**config.mk**
```make
export PLATFORM = sky130hd
export DESIGN_NAME = random_sample_buffer
export DESIGN_NICKNAME = d
export VERILOG_FILES = /design/src/rtl/random_pkg.sv /design/src/rtl/sample_fifo.sv /design/src/rtl/random_sample_buffer.sv
export SDC_FILE = /design/constraint.sdc
export NUM_CORES = 1
export LEC_CHECK = 0
export ABC_AREA = 1
export BUFFER_PORTS_ARGS = -buffer_cell sky130_fd_sc_hd__buf_2
export CAP_MARGIN = 10
export CORE_MARGIN = 4
export CORE_UTILIZATION = 35
export DETAILED_ROUTE_END_ITERATION = 12
export PLACE_DENSITY_LB_ADDON = 0.3
export SETUP_SLACK_MARGIN = 0.05
export SLEW_MARGIN = 20
export SYNTH_ARGS = -nofsm -noshare
export SYNTH_HDL_FRONTEND = slang
export SYNTH_SLANG_ARGS = --single-unit
```
**constraint.sdc**
```tcl
create_clock -name clk -period 2.25 [get_ports clk]
set_clock_uncertainty 0.05 [all_clocks]
set_input_delay 0.1125 -clock clk [delete_from_list [all_inputs] [get_ports clk]]
set_output_delay 0.1125 -clock clk [all_outputs]
set_load 0.01 [all_outputs]
```
**src/rtl/random_pkg.sv**
```systemverilog
// random_pkg: shared types and constants for the random sample path
package random_pkg;
  typedef enum logic [1:0] {IDLE = 2'b00, REQ = 2'b01, WAIT = 2'b10} rsb_state_t;
  localparam int RAND_WIDTH = 16;
endpackage

```
**src/rtl/sample_fifo.sv**
```systemverilog
// sample_fifo: circular sample store with head/tail pointers and occupancy count
module sample_fifo
  import random_pkg::*;
#(
  parameter int WIDTH = RAND_WIDTH,
  parameter int DEPTH = 4
) (
  input  logic                     clk,
  input  logic                     rst,
  input  logic                     enq,
  input  logic [WIDTH-1:0]         enq_data,
  input  logic                     deq_rdy,
  output logic                     val,
  output logic [WIDTH-1:0]         head_data,
  output logic [$clog2(DEPTH):0]   count
);
  localparam int AW = $clog2(DEPTH);
  localparam int CW = AW + 1;
  localparam logic [CW-1:0] FULL = CW'(DEPTH);
  logic [WIDTH-1:0] mem [DEPTH];
  logic [AW-1:0] head, tail;
  logic push, pop;
  assign val = count != '0;
  assign pop = val && deq_rdy;
  assign push = enq && (count != FULL || pop);
  assign head_data = mem[head];
  // storage write on an accepted enqueue; contents need no reset
  always_ff @(posedge clk)
    if (push) mem[tail] <= enq_data;
  // pointers wrap naturally at DEPTH; a simultaneous push/pop keeps count
  always_ff @(posedge clk)
    if (!rst) begin
      head <= '0;
      tail <= '0;
      count <= '0;
    end else begin
      if (push) tail <= tail + 1'b1;
      if (pop) head <= head + 1'b1;
      count <= push == pop ? count : push ? count + 1'b1 : count - 1'b1;
    end
endmodule

```
**src/rtl/random_sample_buffer.sv**
```systemverilog
// random_sample_buffer: requests engine samples one at a time and buffers them for a val/rdy consumer
module random_sample_buffer
  import random_pkg::*;
#(
  parameter int WIDTH = RAND_WIDTH,
  parameter int DEPTH = 4
) (
  input  logic                   clk,
  input  logic                   rst,
  input  logic                   en,
  output logic                   eng_go,
  input  logic                   eng_done_val,
  input  logic [WIDTH-1:0]       eng_rand,
  output logic                   out_val,
  input  logic                   out_rdy,
  output logic [WIDTH-1:0]       out_msg,
  output logic [$clog2(DEPTH):0] count,
  output logic                   err
);
  localparam int CW = $clog2(DEPTH) + 1;
  localparam logic [CW-1:0] FULL = CW'(DEPTH);
  rsb_state_t state, state_n;
  logic capture;
  assign capture = state == WAIT && eng_done_val;
  assign eng_go = state == REQ;
  // space is only judged in IDLE, so a sample arriving in WAIT always fits
  always_comb
    state_n = state == IDLE ? (en && count < FULL ? REQ : IDLE) :
              state == REQ ? WAIT :
              state == WAIT && !eng_done_val ? WAIT : IDLE;
  // request sequencer
  always_ff @(posedge clk)
    if (!rst) state <= IDLE;
    else state <= state_n;
  // a done outside WAIT has no matching request and is flagged until reset
  always_ff @(posedge clk)
    if (!rst) err <= 1'b0;
    else if (eng_done_val && state != WAIT) err <= 1'b1;
  sample_fifo #(.WIDTH(WIDTH), .DEPTH(DEPTH)) u_fifo (
    .clk(clk),
    .rst(rst),
    .enq(capture),
    .enq_data(eng_rand),
    .deq_rdy(out_rdy),
    .val(out_val),
    .head_data(out_msg),
    .count(count)
  );
endmodule

```
==> flow_summary.toml <==
[status]
status = "complete, no violations"

[yosys]
synth-seq-area-share = 0.721
yosys_warnings = 0
synth.top_cells.by_area = "edfxtp_1 64%, dfxtp_1 8.0%, nor2_1 5.3%"
yosys.area.top_type_share = 0.641
synth_xor_area_frac = 0.00292
synth_top_area_cell = "edfxtp_1"
synth.distinct_cells = 26
synthSimpleGateAreaFrac = 0.107
synth-compound-area-share = 0.118
synth_top_family_by_area = "compound AO/OA/AOI/OAI gates"
syn_nets = 255
syn_area_um2 = 3000
synth_adder_area_share = 0.0234
synthMuxAreaShare = 0
syn_avg_cell_area_um2 = 13.1
syn_inst = 229
synth_seq_cells = 76

[global_route]
grt_overflow = 0
antenna_found_initial = 0
grt_pass1_wl_um = 8700
grt_max_degree = 33
grt_pass1_vias = 1821
track_usage = 0.115

[place]
gp_congestion = 0.784
io_buffers = 42
hpwl_um = 3490

[route]
vias = 1903
drt_wl_total_um = 5450
ant_nets = 0
dr.pass1.iters = 5
drc = 0
drt-initial-drc-count = 49
detail_route.wl_per_cell_um = 13.3
routed_via_density = 4.65

[sta]
tns_ns = 0
finalMaxSlewViolations = 0
period_minus_slack_ns = 1.77
tightest_slew_ns = 0.562
finalSetupViolCount = 0
fmax_mhz = 565
relSlewSlack = 0.625
rsz0062_at_grt = "false"
final.period_utilization = 0.787
hold_viol = 0

[hold_path]
holdPathStages = 3
min_from = "rst"
hold_path.class = "in -> reg"
hold_end = "u_fifo.count[2]$_SDFFE_PN0P_"

[cells_and_area]
antenna_cells = 0
final_nets = 325
final_cell_mix = "64 x edfxtp_1, 42 x nor2_1, 42 x buf_2"
area_growth_pct = 23.7
layout-drive-gt1-share = 0.257
fillCellCount = 769
mostFrequentLayoutCell = "edfxtp_1"

[setup_path]
ff2ff_setup_slack_ns = 0.61
cp_cell_sequence = "inv_2, o21ai_0, o22ai_1, buf_2"
slowest_delay_ns = 0.43
worst_setup_path_end_kind = "output pin"
reg2reg_depth = 8
cp_max_fo = 32
cp.arrival_ns = 1.61
start_kind = "register"
slowest_stage = "inv_2"
critPathKind = "reg -> out"
crit_required_ns = 2.09
worstReg2RegStart = "u_fifo.count[0]$_SDFFE_PN0P_"
r2r_end = "u_fifo.count[2]$_SDFFE_PN0P_"

[pwr]
p_sw_frac = 0.330
internal_power_mw = 2.39
switching_power_mw = 1.18
power_mw = 3.57
leakagePower_nw = 1.37
p_clk_frac = 0.245
p_per_area_nw_per_um2 = 963
seqPwrFrac = 0.468
comb_power_share = 0.288
ir_drop_v = 0.000441

[die]
die_x_um = 101
initial_core_util = 0.363
dieArea_um2 = 10100
coreArea_um2 = 8260
io_pins = 43
die_h_um = 101
rows = 33

[cts]
clockRootBuffer = "clkbuf_8"
clock_path_buffers = 2
path_clk_slew_ns = 0.08
clock-sinks = 76
cts_max_level = 3
postCtsSetupBuffers = 0
clock_latency_ns = 0.34
cts_tree = "done"
cts_buffers = 9

[job]
cap_violations = 0
-- layout make-up --
class	count	area, µm²	area share
sequential	76	2160	0.583
multi-input combinational	131	753	0.203
timing repair buffer	67	443	0.119
tap	105	131	0.0354
clock buffer	10	128	0.0344
inverter	14	52.6	0.0142
clock inverter	6	40.0	0.0108
-- Yosys cell counts --
library cell and n:
ha_1 4, o21a_1 1, inv_1 11, dfxtp_1 12, nand2_8 1, nor2_8 1
a21oi_1 6, nor4_1 1, o22ai_1 16, fa_1 1, nor2_4 2, xor2_1 1
nand3_2 1, o21ai_1 16, a21oi_2 1, nand2_1 8, nand3_1 3, nor2_1 42
a21boi_4 1, nand2_2 1, inv_2 3, o21ai_0 20, a21boi_1 1, edfxtp_1 64
nand2_4 3, clkbuf_1 8
-- critical path, delay by kind of cell (launching register included) --
family | cells | cell delay [ns]
compound gates | 2 | 0.32
buf+inv | 2 | 0.60
flops | 1 | 0.34
-- worst max path at each step --
stage	to	cells after the start	startpoint	slack [ns]
after detailed placement	u_fifo.count[2]$_SDFFE_PN0P_	8	u_fifo.count[0]$_SDFFE_PN0P_	0.58
after floorplan	u_fifo.mem[0][0]$_DFFE_PP_	4	u_fifo.count[0]$_SDFFE_PN0P_	0.35
final	out_msg[15]	4	register	0.48
after CTS	out_msg[15]	4	register	0.43
after global routing	out_msg[15]	4	register	0.31
after global placement	u_fifo.count[2]$_SDFFE_PN0P_	8	u_fifo.count[0]$_SDFFE_PN0P_	0.64
-- per-stage QoR --
stage | instances | util | setup WS (ns) | hold slack [ns] | cell area, µm²
after global routing | 409 | 0.449 | 0.312 | 0.0125 | 3710
after floorplan | 229 | - | 0.347 | 0.161 | 3000
after detailed placement | 375 | 0.407 | 0.575 | 0.284 | 3360
after global placement | 375 | 0.407 | 0.639 | 0.281 | 3360
after CTS | 409 | 0.449 | 0.433 | 0.00612 | 3710
final | 409 | 0.449 | 0.479 | 0.0228 | 3710
-- power groups by stage --
stage               clock network, mW  logic [mW]  registers (mW)
CTS                             0.902        1.05            1.67
finish                          0.874        1.03            1.67
global route                    0.959        1.15            1.68
global placement                    0        1.01            1.70
floorplan                           0       0.663            1.71
detailed placement                  0        1.02            1.70
-- registers in the layout, summed over array words and instances, names as in the netlist, named ones only --
signal        flops
u_fifo.head       2
u_fifo.count      3
state             2
err               1
u_fifo.mem       64
u_fifo.tail       2
-- timing repair --
item                       4_1_cts  5_1_grt
hold endpoints to repair        66        0
resized for setup                0        0
setup endpoints to repair        0        0
hold buffers                    18        0
-- cell families (layout without fill, tap and decap cells) --
logic type / Yosys count / after routing
AND/OR/NAND/NOR: 63 / 63
buffers and inverters: 22 / 97
AO/OA/AOI/OAI: 62 / 62
adder cells (fa/ha/maj): 5 / 5
XOR/XNOR: 1 / 1
flip-flops: 76 / 76
-- layer usage --
| metal | GRT usage | vias up | share of wire |
|---|---|---|---|
| met3 | 0.0484 | 8 | 0.065 |
| met4 | 0.0373 | 0 | 0.012 |
| li1 | - | 967 | - |
| met2 | 0.193 | 44 | 0.49 |
| met5 | 0 | - | 0 |
| met1 | 0.134 | 884 | 0.44 |
Note: power is estimated with default switching activity, not from simulation.
